<file path="config.mk">
export PLATFORM = sky130hd
export DESIGN_NAME = fifo_wr_arbiter
export DESIGN_NICKNAME = d
export VERILOG_FILES = /design/src/rtl/fifo_wr_arbiter.sv
export SDC_FILE = /design/constraint.sdc
export NUM_CORES = 1
export LEC_CHECK = 0
export ABC_AREA = 1
export CORE_ASPECT_RATIO = 0.6
export CORE_MARGIN = 2
export CORE_UTILIZATION = 45
export DETAILED_ROUTE_END_ITERATION = 8
export PLACE_DENSITY = 0.88
export SLEW_MARGIN = 10
export SYNTH_ARGS = -nofsm -noshare
export SYNTH_HDL_FRONTEND = slang
export SYNTH_SLANG_ARGS = --single-unit
</file>
<file path="constraint.sdc">
create_clock -name clk -period 2.9 [get_ports clk]
set_input_delay 0.435 -clock clk [delete_from_list [all_inputs] [get_ports clk]]
set_output_delay 0.435 -clock clk [all_outputs]
set_load 0.02 [all_outputs]
</file>
<file path="src/rtl/fifo_wr_arbiter.sv">
// fifo_wr_arbiter: round-robin, packet-locked arbiter sharing one fifo write port among N_REQ producers
module fifo_wr_arbiter #(
    parameter int W_DATA = 8,
    parameter int N_REQ  = 2,
    parameter int W_CNT  = 16,
    localparam int W_ID  = (N_REQ > 1) ? $clog2(N_REQ) : 1
) (
    input  logic                    clk,
    input  logic                    rst,
    input  logic [N_REQ-1:0]        req_valid,
    output logic [N_REQ-1:0]        req_ready,
    input  logic [N_REQ*W_DATA-1:0] req_data,
    input  logic [N_REQ*2-1:0]      req_eot,
    output logic                    dout_valid,
    input  logic                    dout_ready,
    output logic [W_DATA-1:0]       dout_data,
    output logic [1:0]              dout_eot,
    output logic [W_ID-1:0]         grant_id,
    output logic                    grant_active,
    output logic [W_CNT-1:0]        beat_cnt
);
    localparam logic [0:0] IDLE = 1'b0;
    localparam logic [0:0] BUSY = 1'b1;

    logic [0:0]        state_q, state_d;
    logic [W_ID-1:0]   grant_q, grant_d, last_q, last_d, sel;
    logic [W_CNT-1:0]  cnt_q, cnt_d;
    logic              found, busy, own_valid, accept, release_beat;
    logic [W_DATA-1:0] own_data;
    logic [1:0]        own_eot;
    int                t;

    // Round-robin search starting just after the previous owner; only real requester indices are visited
    always_comb begin
        sel = '0;
        found = 1'b0;
        t = 0;
        for (int k = 1; k <= N_REQ; k++) begin
            t = int'(last_q) + k;
            t = (t >= N_REQ) ? t - N_REQ : t;
            for (int i = 0; i < N_REQ; i++) begin
                if (!found && t == i && req_valid[i]) begin
                    found = 1'b1;
                    sel = W_ID'(i);
                end
            end
        end
    end

    // Zero-latency pass-through from the owner; reset forces the handshake outputs low immediately
    always_comb begin
        own_valid = 1'b0;
        own_data = '0;
        own_eot = '0;
        req_ready = '0;
        busy = rst && (state_q == BUSY);
        for (int i = 0; i < N_REQ; i++) begin
            if (int'(grant_q) == i) begin
                own_valid = req_valid[i];
                own_data = req_data[i*W_DATA +: W_DATA];
                own_eot = req_eot[i*2 +: 2];
                req_ready[i] = busy && dout_ready;
            end
        end
        dout_valid = busy && own_valid;
        dout_data = own_data;
        dout_eot = dout_valid ? own_eot : 2'b00;
        accept = dout_valid && dout_ready;
        release_beat = accept && (|own_eot);
        grant_active = busy;
        grant_id = grant_q;
        beat_cnt = cnt_q;
    end

    // Grant on any request while idle, count accepted beats, release on an accepted eot or flush beat
    always_comb begin
        state_d = state_q;
        grant_d = grant_q;
        last_d = last_q;
        cnt_d = cnt_q;
        if (state_q == IDLE) begin
            if (found) begin
                state_d = BUSY;
                grant_d = sel;
                cnt_d = '0;
            end
        end else begin
            if (accept)
                cnt_d = (&cnt_q) ? cnt_q : cnt_q + W_CNT'(1);
            if (release_beat) begin
                state_d = IDLE;
                last_d = grant_q;
            end
        end
    end

    // State registers; reset points last_grant at the top index so requester 0 wins first
    always_ff @(posedge clk or negedge rst) begin
        if (!rst) begin
            state_q <= IDLE;
            grant_q <= '0;
            last_q <= W_ID'(N_REQ - 1);
            cnt_q <= '0;
        end else begin
            state_q <= state_d;
            grant_q <= grant_d;
            last_q <= last_d;
            cnt_q <= cnt_d;
        end
    end
endmodule

</file>
==> results by group, run 1 <==
Timing
  • Tcrit/Tclk final: 0.8222
  • Setup Skew: 0.004117 ns
  • RSZ-0062 raised after global routing: false
  • Max-slew violations: 0
  • Final Hold Fails: 0
  • Setup violators final: 0
  • Fmax: about 420 MHz
  • Final WS setup: 0.5155 ns
  • WHS: 0.5213 ns
  • Worst slew margin: 0.7086
  • Least-Margin Pin Slew: 0.4371 ns
  • Accumulated negative setup slack: 0 ns
  • Min Tclk post-route: 2.384 ns

Clock tree
  • CTS tree: built
  • Num CTS Buffers: 3
  • Skew-Pair Late Insertion Delay: 0.26 ns
  • CTS clock-pin slew for the worst setup and hold paths: 0.07 ns
  • Sink Count: 19
  • Post-CTS setup buffers: 0
  • CTS max path bufs: 2
  • Hold-fix buffers, CTS: 0
  • # resized after CTS: 0
  • Htree depth: 1
  • Root Driver: clkbuf_8

Critical path
  • Crit path required time: between 2 and 2.5 ns
  • CP max FO: 3
  • CP startpoint: rst
  • R2R setup slack: 1.15 ns
  • Critical Path End Type: output port
  • Startpoint types: input pin
  • Max incr delay on CP: around 0.60 ns
  • Worst-path cell chain: clkdlybuf4s50_1 > nand2_1 > inv_1 > nand2_1 > nor2_1 > clkdlybuf4s50_1
  • Reg-to-reg startpoint: grant_id
  • Slowest library cell on the worst path: clkdlybuf4s50_1
  • Worst setup path end: dout_eot[1]
  • R2r worst-path depth: 8
  • Crit path kind: input pin to output port
  • RR Endpoint: beat_cnt[1]
  • Worst EP arrival: between 1.5 and 2 ns

GRT
  • Gr ovfl total: 0
  • Initial antenna violation count: 0
  • Gr usage total: 0.2196
  • First-pass GRT wire length: 6.306 mm
  • Number of global-route vias before repair: 1246
  • Pin count of the biggest net entering global routing: 33

Power and ir drop
  • Overall Power: 1.285 mW
  • Worst ir drop on vdd: 0.3955 mV
  • PwrDens: approximately 620 nW/µm²
  • Leakage power: 0.9038 nW

Placement
  • Port buffer count: 55
  • Pre-CTS WS: 0.5189 ns
  • GP Congestion: 0.9009
  • Post-DP Area: 2012 µm²
  • Detailed Place HPWL: 2.893 mm

Finish
  • Share of cells above drive strength 1: 0.1353
  • P&R area growth vs syn: 42.71%
  • Post-route cell area: approximately 2100 µm²
  • Layout Nets: 293
  • ANT cells: 0
  • Fillers: 260

Floorplan
  • Chip Width: slightly below 80 µm
  • Num rows: 15
  • Core area: a little under 3000 µm²
  • Initial Util: 0.4861
  • Die area: approximately 3700 µm²
  • Die Y: 47.84 µm
  • I/O pin cnt: 56

Status
  • Status: complete, no violations

Drt
  • First-pass DRT Iterations: 4
  • Post-route ant nets: 0
  • DRC viols: 0
  • Total number of vias: about 1500
  • WL/cell: 11.99 µm
  • Average vias per placed instance: 4.961
  • Final wirelength: ~3.7 mm
  • First DRT Iteration DRCs: 126

Synthesis
  • Average size of a mapped cell: 6.799 µm²
  • Largest area contributor in the synthesized netlist: dfrtp_1
  • Post-synthesis sequential area ratio: 0.3307
  • Area contributors post-synth: dfrtp_1, nand2_1, o21ai_2, nand3_1, inv_1
  • Most frequent cells after synthesis: nand2_1, nand3_1, dfrtp_1
  • Post-synth ARST share: 1.000
  • Most common cell in the netlist: nand2_1
  • Yosys cell types: 26
  • Post-synth top area share: 0.3125
  • Post-synth EDFFs: 0
  • Synth Flop Type: dfrtp_1
  • Syn_nets: 238
  • Cell Area, Synth: 1441 µm²
  • YS warnings: 0
  • FF+latch count, synth: 19
  • Post-synthesis cell count: between 200 and 250

Flow run
  • Max-cap viol count: 0

Worst hold path
  • Hold Path Class: flip-flop to flip-flop
-- placed cells by master, fill, tap and decap left out, drive strengths merged --
| cell type | instances |
|---|---|
| ha | 1 |
| nand2 | 90 |
| o21bai | 6 |
| nor3 | 2 |
| buf | 3 |
| dfstp | 1 |
| inv | 17 |
| nand4 | 2 |
| o21ai | 18 |
| nand3 | 23 |
| dfrtp | 18 |
| or2 | 4 |
| clkbuf | 4 |
| mux2i | 2 |
| o211ai | 1 |
| clkdlybuf4s50 | 55 |
| nor2 | 18 |
| nand3b | 1 |
-- area by class of cell --
type	instances	area, µm²	share of cell area
tap	42	52.55	0.02555
timing repair buffer	58	573.1	0.2786
multi-input combinational	168	845.8	0.4112
clock buffer	4	45.04	0.02190
inverter	17	63.81	0.03102
sequential	19	476.7	0.2318
-- critical path: cells and delay by family --
| kind | cells | cell delay [ns] |
|---|---|---|
| and+or+nand+nor | 3 | 0.31 |
| buffers and inverters | 3 | 1.21 |
-- per-layer routing --
metal,up-vias,wire length [µm],GRT usage
li1,786,-,-
met1,695,1916,0.3169
met2,42,1560,0.3456
met3,5,190,0.04906
met4,0,24,0.04643
met5,-,0,0
-- metrics by stage --
stage | cells | util
finish | 308 | 0.6937
global route | 308 | 0.6937
global placement | 304 | 0.6785
floorplan | 212 | -
CTS | 308 | 0.6937
detailed placement | 304 | 0.6785
-- cells by family (layout without fill, tap and decap cells) --
kind of cell,after synthesis,in the layout,share of synthesized area
AOI/OAI and AO/OA,25,25,0.1354
and+or+nand+nor,140,140,0.4288
adders and majority gates,1,1,0.008679
muxes,2,2,0.01389
DFF,19,19,0.3307
buffers and inverters,25,79,0.08246
-- worst min-delay path by stage --
stage | start | endpoint | slack (ns) | cells after the start
4_1_cts | last_q | last_q | 0.52 | 2
5_1_grt | last_q | last_q | 0.56 | 2
3_3_place_gp | last_q | last_q | 0.49 | 2
6_report | last_q | last_q | 0.52 | 2
2_1_floorplan | rst | beat_cnt[0] | 0.14 | 0
3_5_place_dp | last_q | last_q | 0.52 | 2
-- state kept, by name (all words and copies together), names as in the netlist --
name / count
beat_cnt: 16
last_q: 1
grant_id: 1
state_q: 1
-- power by group --
group          total, mW  internal (mW)  leakage (nW)  switching [mW]
combinational      0.727          0.302         0.628           0.425
sequential         0.372          0.313         0.253          0.0585
clock              0.186         0.0978        0.0228          0.0881
total               1.28          0.714         0.904           0.571
No activity file was read; power rests on OpenSTA's default activity.
==> run 2: changes to the inputs <==
Settings changed: CORE_UTILIZATION 45 to 44, PLACE_DENSITY 0.88 to 0.87.
Clock period 2.9 ns to 2.23 ns, I/O delays scaled along.
==> run 2 against run 1 <==
Non-clock buffer count rose by 1. First-iteration DRC count fell by 17%. Clock skew rose by 0.0029 ns. Combinational power rose by 33%. Global-route usage fell by 0.77 points. Final cell count rose by 1.3%. Highest routed layer unchanged.
==> results by group, run 2 (synthesized netlist as in run 1, its figures left out) <==
Finish
  • ANT cells: 0
  • Layout Nets: 294
  • Fillers: 254
  • Fin util: 0.6533
  • Multi-input logic area: 845.8 µm²
  • Max reg flops: 16
  • Register area: 476.7 µm²
  • Finished Layout Cells: 312
  • Post-route cell area: 2079 µm²
  • Share of cells above drive strength 1: 0.1423
  • Commonest non-fill, non-tap cell in the layout: nand2_1
  • Most frequent cells in the layout: nand2_1, clkdlybuf4s50_1, nand3_1, dfrtp_1, inv_1
  • P&R area growth vs syn: 44.27%

Drt
  • First-pass DRT Iterations: 4
  • DRC viols: 0
  • Total number of vias: 1515
  • WL/cell: 11.85 µm
  • First DRT Iteration DRCs: 104
  • Post-route ant nets: 0
  • Average vias per placed instance: 4.856
  • Final wirelength: 3.696 mm

Clock tree
  • Skew-Pair Late Insertion Delay: 0.26 ns
  • Sink Count: 19
  • Root Driver: clkbuf_8
  • CTS clock-pin slew for the worst setup and hold paths: 0.08 ns
  • Num CTS Buffers: 3
  • Htree depth: 1
  • Hold-fix buffers, CTS: 0
  • CTS tree: built
  • Post-CTS setup buffers: 0
  • CTS max path bufs: 2

Timing
  • Final Hold Fails: 0
  • Setup Skew: 0.006980 ns
  • Min Tclk post-route: 2.128 ns
  • WHS: 0.4456 ns
  • Max-slew violations: 0
  • Setup violators final: 0
  • Worst slew margin: 0.7227
  • Accumulated negative setup slack: 0 ns
  • Tcrit/Tclk final: 0.9543
  • Final WS setup: 0.1019 ns
  • Least-Margin Pin Slew: 0.4160 ns
  • RSZ-0062 raised after global routing: false
  • Fmax: 469.9 MHz

Critical path
  • Crit path required time: 1.90 ns
  • Startpoint types: input pin
  • Reg-to-reg startpoint: beat_cnt[0]
  • Worst EP arrival: 1.79 ns
  • Critical Path End Type: output port
  • Slowest library cell on the worst path: clkdlybuf4s50_1
  • Crit path kind: input pin to output port
  • CP most frequent cell: clkdlybuf4s50_1
  • Max incr delay on CP: 0.66 ns
  • Worst-path cell chain: clkdlybuf4s50_1 > inv_1 > nor3_1 > clkdlybuf4s50_1
  • CP startpoint: dout_ready
  • CP max FO: 3

GRT
  • GR Util met3: 0.05037
  • Met1 Use GR: 0.3582
  • Initial antenna violation count: 0
  • GRT busiest layer: met1
  • First-pass GRT wire length: between 6 and 7 mm
  • Met2 usage: 0.2759
  • Gr ovfl total: 0
  • Gr usage total: 0.2119
  • Pin count of the biggest net entering global routing: 33
  • Number of global-route vias before repair: 1313

Power and ir drop
  • PwrDens: 809.6 nW/µm²
  • Leakage power: 0.9779 nW
  • Overall Power: around 1.7 mW
  • Worst ir drop on vdd: 0.4815 mV

Status
  • Status: complete, no violations

Placement
  • GP Congestion: 0.8763
  • Detailed Place HPWL: 2.919 mm
  • Post-placement cell count: ~310
  • Port buffer count: 55
  • Pre-CTS WS: about 0.086 ns
  • Post-DP Area: 2023 µm²

Floorplan
  • Core area: 3183 µm²
  • Die Y: 48.34 µm
  • Initial Util: 0.4528
  • Chip Width: 77.89 µm
  • Num rows: 16
  • Die area: 3765 µm²
  • I/O pin cnt: 56

Flow run
  • Max-cap viol count: 0

Worst hold path
  • Hold Path Class: input pin to async pin
==> run 2: worst max-delay path, delay by kind of cell <==
kind	cells	cell delay (ns)
buf+inv	3	1.23
simple gates	1	0.23
==> run 2: layer usage <==
| metal | routed length, µm | vias to the layer above | share of wire |
|---|---|---|---|
| li1 | - | 792 | - |
| met1 | 2063 | 693 | 0.56 |
| met2 | 1495 | 26 | 0.40 |
| met3 | 126 | 4 | 0.034 |
| met4 | 10 | 0 | 0.0027 |
| met5 | 0 | - | 0 |
==> run 2: report_power, final <==
group          switching [mW]  total (mW)  leakage [nW]  internal, mW
Combinational           0.571       0.966         0.700         0.395
Clock                   0.124       0.249        0.0255         0.125
Sequential             0.0610       0.468         0.253         0.407
==> run 2: final cells by class <==
cell class | instances | area share
multi-input combinational | 168 | 0.4067
timing repair buffer | 59 | 0.2840
sequential | 19 | 0.2292
inverter | 17 | 0.03069
tap | 45 | 0.02708
clock buffer | 3 | 0.01986
clock inverter | 1 | 0.002407
==> run 2: what timing repair did <==
item                                    in CTS  in global routing
endpoints found under the setup margin       0                  4
endpoints found under the hold margin        0                  0
gates resized for setup                      0                  4
==> run 2: path summary, 6_finish.rpt <==
| kind | endpoint | cells after the start | slack [ns] |
|---|---|---|---|
| worst max-delay path | req_ready[1] | 4 | 0.10 |
| worst min-delay path | beat_cnt[0] | 2 | 0.45 |
| worst max register to register | beat_cnt[10] | 7 | 0.55 |
| worst min register to register | last_q | 2 | 0.52 |
| max in group asynchronous | last_q | 2 | 1.52 |
| min in group clk | last_q | 2 | 0.52 |
==> run 3: changes to the inputs <==
Settings changed: CORE_MARGIN 2 to 5, GPL_TIMING_DRIVEN from default to 0.
==> run 3 against run 2 <==
Clock skew is 0.0060 ns lower. Sequential cell count did not move. Hold slack worse by 0.40 ns. Fmax decreased by 0.21%. Die area increased by 21%. Power up 4.3%. Final area up 1.5%. Global-route usage down 2.0 points. Routed wire length up 12%. Clock power is 2% lower. Register-to-register slack improved by 0.07 ns. Combinational power grew 8%. Largest cell class unchanged.
==> results by group, run 3 (synthesized netlist as in run 1, its figures left out) <==
Status
  • Status: complete, no violations

Timing
  • Max-slew violations: 0
  • Min Tclk post-route: 2.133 ns
  • Fmax: 468.9 MHz
  • Tcrit/Tclk final: 0.9564
  • Worst slew margin: 0.4325
  • Accumulated negative setup slack: 0 ns
  • Final WS setup: 0.09733 ns
  • RSZ-0062 raised after global routing: false
  • Least-Margin Pin Slew: 0.8485 ns
  • Setup Skew: 0.001006 ns
  • Setup violators final: 0
  • Final Hold Fails: 0

Finish
  • ANT cells: 0
  • Share of cells above drive strength 1: 0.1507
  • P&R area growth vs syn: 46.44%
  • Max reg flops: 16
  • Layout Nets: 299
  • Most frequent cells in the layout: nand2_1, clkdlybuf4s50_1, nand3_1, dfrtp_1, inv_1
  • Commonest non-fill, non-tap cell in the layout: nand2_1
  • Post-route cell area: 2111 µm²
  • Fin util: 0.6590

Critical path
  • Startpoint types: flip-flop
  • Crit path kind: flip-flop to output port
  • Critical Path End Type: output port
  • Worst EP arrival: 1.80 ns
  • Reg-to-reg startpoint: beat_cnt[0]
  • Crit path required time: 1.90 ns
  • CP startpoint: grant_id
  • CP max FO: 10

Power and ir drop
  • Clock Power Share: 0.139
  • Worst ir drop on vdd: between 0.4 and 0.5 mV
  • Internal: about 970 µW
  • Switching power: 784.4 µW
  • Seq pwr share: 0.266
  • Leakage power: 0.9926 nW
  • Overall Power: between 1.5 and 2 mW
  • PwrDens: between 800 and 900 nW/µm²
  • Comb power frac: 0.595
  • Sw frac: 0.4469

GRT
  • GR Util met3: 0.04662
  • Gr ovfl total: 0
  • First-pass GRT wire length: just under 7 mm
  • GRT busiest layer: met2
  • Initial antenna violation count: 0
  • Pin count of the biggest net entering global routing: 21
  • Number of global-route vias before repair: 1417
  • Met1 Use GR: 0.2780
  • Gr usage total: 0.1923
  • Met2 usage: 0.3021

Drt
  • DRC viols: 0
  • Average vias per placed instance: 4.972
  • WL/cell: 13.03 µm
  • Total number of vias: about 1600
  • Final wirelength: a little over 4 mm
  • First-pass DRT Iterations: 4
  • First DRT Iteration DRCs: 161
  • Post-route ant nets: 0

Clock tree
  • Sink Count: 19
  • CTS tree: built
  • CTS clock-pin slew for the worst setup and hold paths: 0.07 ns
  • Post-CTS setup buffers: 0
  • Skew-Pair Late Insertion Delay: around 0.26 ns
  • Htree depth: 1
  • Root Driver: clkbuf_8
  • CTS max path bufs: 2
  • Num CTS Buffers: 3

Floorplan
  • Die area: 4558 µm²
  • Die Y: 54.34 µm
  • Num rows: 16
  • Initial Util: 0.4500
  • I/O pin cnt: 56
  • Chip Width: 83.89 µm
  • Core area: 3203 µm²

Placement
  • Pre-CTS WS: -0.7550 ns
  • Detailed Place HPWL: 3.212 mm
  • GP Congestion: 0.8925
  • Port buffer count: 55
  • Post-DP Area: 2048 µm²

Flow run
  • Max-cap viol count: 0

Worst hold path
  • Hold Path Class: input pin to async pin
[run 3: power by group through the flow]
| stage | Sequential, mW | Clock (mW) | Combinational (mW) |
|---|---|---|---|
| floorplan | 0.509 | 0 | 0.592 |
| global placement | 0.468 | 0 | 1.04 |
| detailed placement | 0.472 | 0 | 1.05 |
| CTS | 0.467 | 0.248 | 1.06 |
| global route | 0.478 | 0.267 | 1.13 |
| finish | 0.466 | 0.245 | 1.04 |
[run 3: repair_timing]
| item | in CTS | in global routing |
|---|---|---|
| hold endpoints to repair | 0 | 18 |
| gates resized for setup | 9 | 5 |
| cloned | 0 | 0 |
| hold buffers | 0 | 1 |
| endpoints found under the setup margin | 30 | 5 |
[run 3: area by class of cell]
| class | count | area (µm²) |
|---|---|---|
| Buffer | 8 | 57.56 |
| Clock buffer | 4 | 45.04 |
| Sequential cell | 19 | 476.7 |
| Multi-Input combinational cell | 168 | 845.8 |
| Timing Repair Buffer | 56 | 565.5 |
| Tap cell | 45 | 56.30 |
| Inverter | 17 | 63.81 |
| Fill cell | 287 | 1092 |
[run 3: worst max-delay path, cell delays in order (launching register included)]
cell             delay [ns]
dfrtp_1                0.37
buf_2                  0.16
inv_2                  0.06
clkbuf_2               0.21
nand2_1                0.07
nand2_1                0.06
clkdlybuf4s50_1        0.60
[run 3: worst paths after layout]
kind / end / slack (ns) / cells past startpoint
min in group clk: last_q / 0.50 / 2
max: dout_data[6] / 0.1 / 6
max in group asynchronous: beat_cnt[7] / 0.93 / 2
max reg2reg: beat_cnt[7] / 0.62 / 8
min: last_q / 0.04 / 1
min reg2reg: last_q / 0.50 / 2
[run 3: routing by layer]
| layer | vias to the layer above | wire, µm | share of wire |
|---|---|---|---|
| li1 | 797 | - | - |
| met1 | 725 | 2037 | 0.49 |
| met2 | 49 | 1782 | 0.43 |
| met3 | 5 | 291 | 0.070 |
| met4 | 0 | 20 | 0.0048 |
| met5 | - | 0 | 0 |
[run 3: stage by stage]
step           instances  hold WS, ns
2_1_floorplan        212      0.03891
3_3_place_gp         312       0.4848
3_5_place_dp         312       0.4894
4_1_cts              316      0.02649
5_1_grt              317      0.03955
6_report             317      0.04407
==> edit 1: new RTL, flow settings as in run 2 <==
Change the parameter `W_DATA` from 8 to 12.
--- a/src/rtl/fifo_wr_arbiter.sv
+++ b/src/rtl/fifo_wr_arbiter.sv
@@ -1,5 +1,5 @@
 // fifo_wr_arbiter: round-robin, packet-locked arbiter sharing one fifo write port among N_REQ producers
 module fifo_wr_arbiter #(
-    parameter int W_DATA = 8,
+    parameter int W_DATA = 12,
     parameter int N_REQ  = 2,
     parameter int W_CNT  = 16,
Interface: changed (resized dout_data and req_data); port bits go from 56 to 68. No check against the original RTL was run, so the function may have changed too.
==> edit 1 against run 2 <==
- setup slack gained 0.049 ns
- area after synthesis grew 4.6%
- sequential cell count is the same
- non-clock buffer count grew 15
- design area grew 11%
- largest power group unchanged
- via count grew 19%
- total power grew 7.8%
- routed wire length grew 27%
==> edit 1: results (changes against run 2) <==
[metrics] Resize count post-CTS: 1 (was 0)
[metrics] largest net degree at the start of global routing: 20 (was 33)
[metrics] footprint of the flip-flops and latches: 478 µm² (was 477 µm²)
[metrics] hold slack final: 0.503 ns (was 0.446 ns)
[metrics] Via-to-Cell Ratio: 4.98 (was 4.86)
[metrics] status: finished clean (unchanged)
[metrics] total of clock buffers placed in the layout: 4 (was 3)
[metrics] worst setup timing slack at the placement stage: -0.0351 ns (was 0.0863 ns)
[metrics] share of the final layout cell area in sequential cells: 0.207 (was 0.229)
[metrics] internal power component: 1000 µW (was 927 µW)
[metrics] start point of the critical path: grant_id (was dout_ready)
[metrics] Multi-In Gates: 195 (was 168)
[metrics] Synth cell types: 22 (was 26)
[metrics] number of detailed-route iterations in the first pass: 5 (was 4)
[metrics] met2 usage in global routing: 0.364 (was 0.276)
[metrics] number of cells on the worst reg-to-reg path: 8 (was 7)
[metrics] Iteration-0 DRC Markers: 154 (was 104)
[metrics] largest fanout of any net on the critical path: 11 (was 3)
[metrics] total of plain and repair buffers excluding clock buffers: 74 (was 59)
[metrics] final-layout fill cell count: 268 (was 254)
[metrics] PD cells: 786 nW/µm² (was 810 nW/µm²)
[metrics] routed length on met3: 445 µm (was 126 µm)
[metrics] Synth Area in XOR/XNOR: 0.00581 (was 0)
[metrics] share of final-layout standard cells stronger than drive strength 1: 0.0726 (was 0.142)
[metrics] post-synthesis adder-cell area fraction: 0.00830 (was 0.00868)
[metrics] Min-Delay Path Class: flip-flop to flip-flop (was input pin to asynchronous set/reset pin)
[metrics] worst vdd rail ir drop: 0.000563 V (was 0.000482 V)
## edit 1: cell count changes in the layout (fill, tap and decap cells not counted), moves of 3 or more
cell                              before  now
sky130_fd_sc_hd__clkdlybuf4s50_1      51   62
sky130_fd_sc_hd__inv_1                16   24
sky130_fd_sc_hd__nand2_1              86  118
sky130_fd_sc_hd__nand2_2               4    1
sky130_fd_sc_hd__nand3_1              21   26
sky130_fd_sc_hd__nand4_1               2    6
sky130_fd_sc_hd__nor2_1               14   23
sky130_fd_sc_hd__o21ai_2              14    1
sky130_fd_sc_hd__o21bai_1              6    0
sky130_fd_sc_hd__or2_2                 4    0
## edit 1: kinds of logic (layout without fill, tap and decap cells)
logic type | after synthesis | in the layout
flops | 19 | 19
compound gates | 4 | 4
xor+xnor | 1 | 1
simple gates | 187 | 187
buf+inv | 32 | 103
mux | 2 | 2
fa+ha+maj | 1 | 1
==> edit 2: new RTL, flow settings as in run 2 <==
Without the edit above. Reset style: synchronous (`rst`), changed in one clocked block.
--- a/src/rtl/fifo_wr_arbiter.sv
+++ b/src/rtl/fifo_wr_arbiter.sv
@@ -96,5 +96,5 @@
 
     // State registers; reset points last_grant at the top index so requester 0 wins first
-    always_ff @(posedge clk or negedge rst) begin
+    always_ff @(posedge clk) begin
         if (!rst) begin
             state_q <= IDLE;
Check against the original RTL: differs if rst is asserted again (counterexample within 4 cycles, from zero or initial values and one cycle with rst low); with rst held inactive, the same outputs for 10 cycles.
==> edit 2 against run 2 <==
- area after synthesis decreased by 4.6%
- sequential cell count stayed put
- setup slack better by 0.036 ns
- first-iteration DRC count increased by 48%
- routed wire length is 20% higher
- via count rose by 12%
- design area about the same
- non-clock buffer count is 4 higher
- count of clock-buffer cells in the layout unchanged
- die area fell by 4.3%
- critical path type unchanged
Power is not compared: it rests on default switching activity, and its combinational part moved more than twofold at a synthesized area within 25%.
==> edit 2: results (changes against run 2) <==
[metrics] CP Data Arrival Time: 1.76 ns (was 1.79 ns)
[metrics] number of cells on the worst reg-to-reg path: 8 (was 7)
[metrics] skew final: 0.00270 ns (was 0.00698 ns)
[metrics] syn_nets: 265 (was 238)
[metrics] Compound-Gate Fraction of Synth Area: 0.0464 (was 0.135)
[metrics] final weighted congestion in routability-driven placement: 0.923 (was 0.876)
[metrics] Via-to-Cell Ratio: 4.93 (was 4.86)
[metrics] half-perimeter wire length after detailed placement: 3590 µm (was 2920 µm)
[metrics] critical register-to-register path endpoint: beat_cnt[6] (was beat_cnt[10])
[metrics] wire length of the first global-routing pass: 7030 µm (was 6370 µm)
[metrics] async set-or-reset flop fraction in the synthesized netlist: 0 (was 1.00)
[metrics] post-synthesis sequential area ratio: 0.277 (was 0.331)
[metrics] final instance count without filler cells: 345 (was 312)
[metrics] most frequent cells after synthesis: sky130_fd_sc_hd__nand2_1, sky130_fd_sc_hd__inv_1, sky130_fd_sc_hd__nor2_1 (was sky130_fd_sc_hd__nand2_1, sky130_fd_sc_hd__nand3_1, sky130_fd_sc_hd__dfrtp_1)
[metrics] portion of netlist area occupied by mux cells: 0.0146 (was 0.0139)
[metrics] share of final-layout standard cells stronger than drive strength 1: 0.0891 (was 0.142)
[metrics] vias in the first global route: 1427 (was 1313)
[metrics] largest stage delay on the critical path: 0.59 ns (was 0.66 ns)
[metrics] status: finished clean (unchanged)
[metrics] prevailing post-synth register cell: sky130_fd_sc_hd__dfxtp_1 (was sky130_fd_sc_hd__dfrtp_1)
[metrics] Synth cell types: 28 (was 26)
[metrics] largest net degree at the start of global routing: 12 (was 33)
[metrics] setup slack, reg-to-reg: 0.46 ns (was 0.55 ns)
[metrics] Synth Area in XOR/XNOR: 0.0127 (was 0)
[metrics] Slew @ Worst Pin: 0.467 ns (was 0.416 ns)
[metrics] number of detailed-route iterations in the first pass: 5 (was 4)
edit 2: changes by cell type after synthesis, moves of 9 or more:
cell                      before  now
sky130_fd_sc_hd__nand3_1      21    9
sky130_fd_sc_hd__inv_1        16   34
sky130_fd_sc_hd__dfrtp_1      18    0
sky130_fd_sc_hd__nand4_1       2   12
sky130_fd_sc_hd__dfxtp_1       0   19
sky130_fd_sc_hd__nor2_1       14   23
sky130_fd_sc_hd__o21ai_2      14    0
sky130_fd_sc_hd__nand2_1      86  106
edit 2: through the flow:
step	area, µm²	hold WS [ns]
5_1_grt	2080	0.537
3_5_place_dp	2030	0.488
3_3_place_gp	2030	0.475
6_report	2080	0.505
4_1_cts	2070	0.502
2_1_floorplan	1380	0.433
edit 2: worst max-delay path, delay by kind of cell:
kind          cells  cell delay [ns]
buf+inv           3             1.14
simple gates      3             0.28
edit 2: worst max-delay path by stage:
stage,depth (start not counted),endpoint,from,slack [ns]
floorplan,4,req_ready[1],grant_id,0.52
global placement,6,dout_eot[0],rst,0.12
detailed placement,6,dout_eot[1],req_valid[1],0.05
CTS,5,dout_eot[1],grant_id,0.02
global route,6,dout_valid,req_valid[1],0.04
finish,6,dout_valid,req_valid[1],0.14
edit 2: layer usage:
metal	track usage	up-vias	share of wire	routed length, µm
li1	-	872	-	-
met1	0.373	770	0.51	2250
met2	0.396	57	0.41	1820
met3	0.0596	3	0.078	343
met4	0.0400	0	0.0032	14
met5	0	-	0	0
edit 2: area by class of cell:
class,instances,area (µm²)
clock buffer,3,41.3
clock inverter,1,5.00
fill,264,850
inverter,37,143
multi-input combinational,180,840
sequential,19,382
tap,42,52.6
timing repair buffer,63,616
edit 2: what timing repair did:
item	4_1_cts	5_1_grt
endpoints found under the hold margin	0	0
gates resized for setup	1	3
setup endpoints to repair	2	6
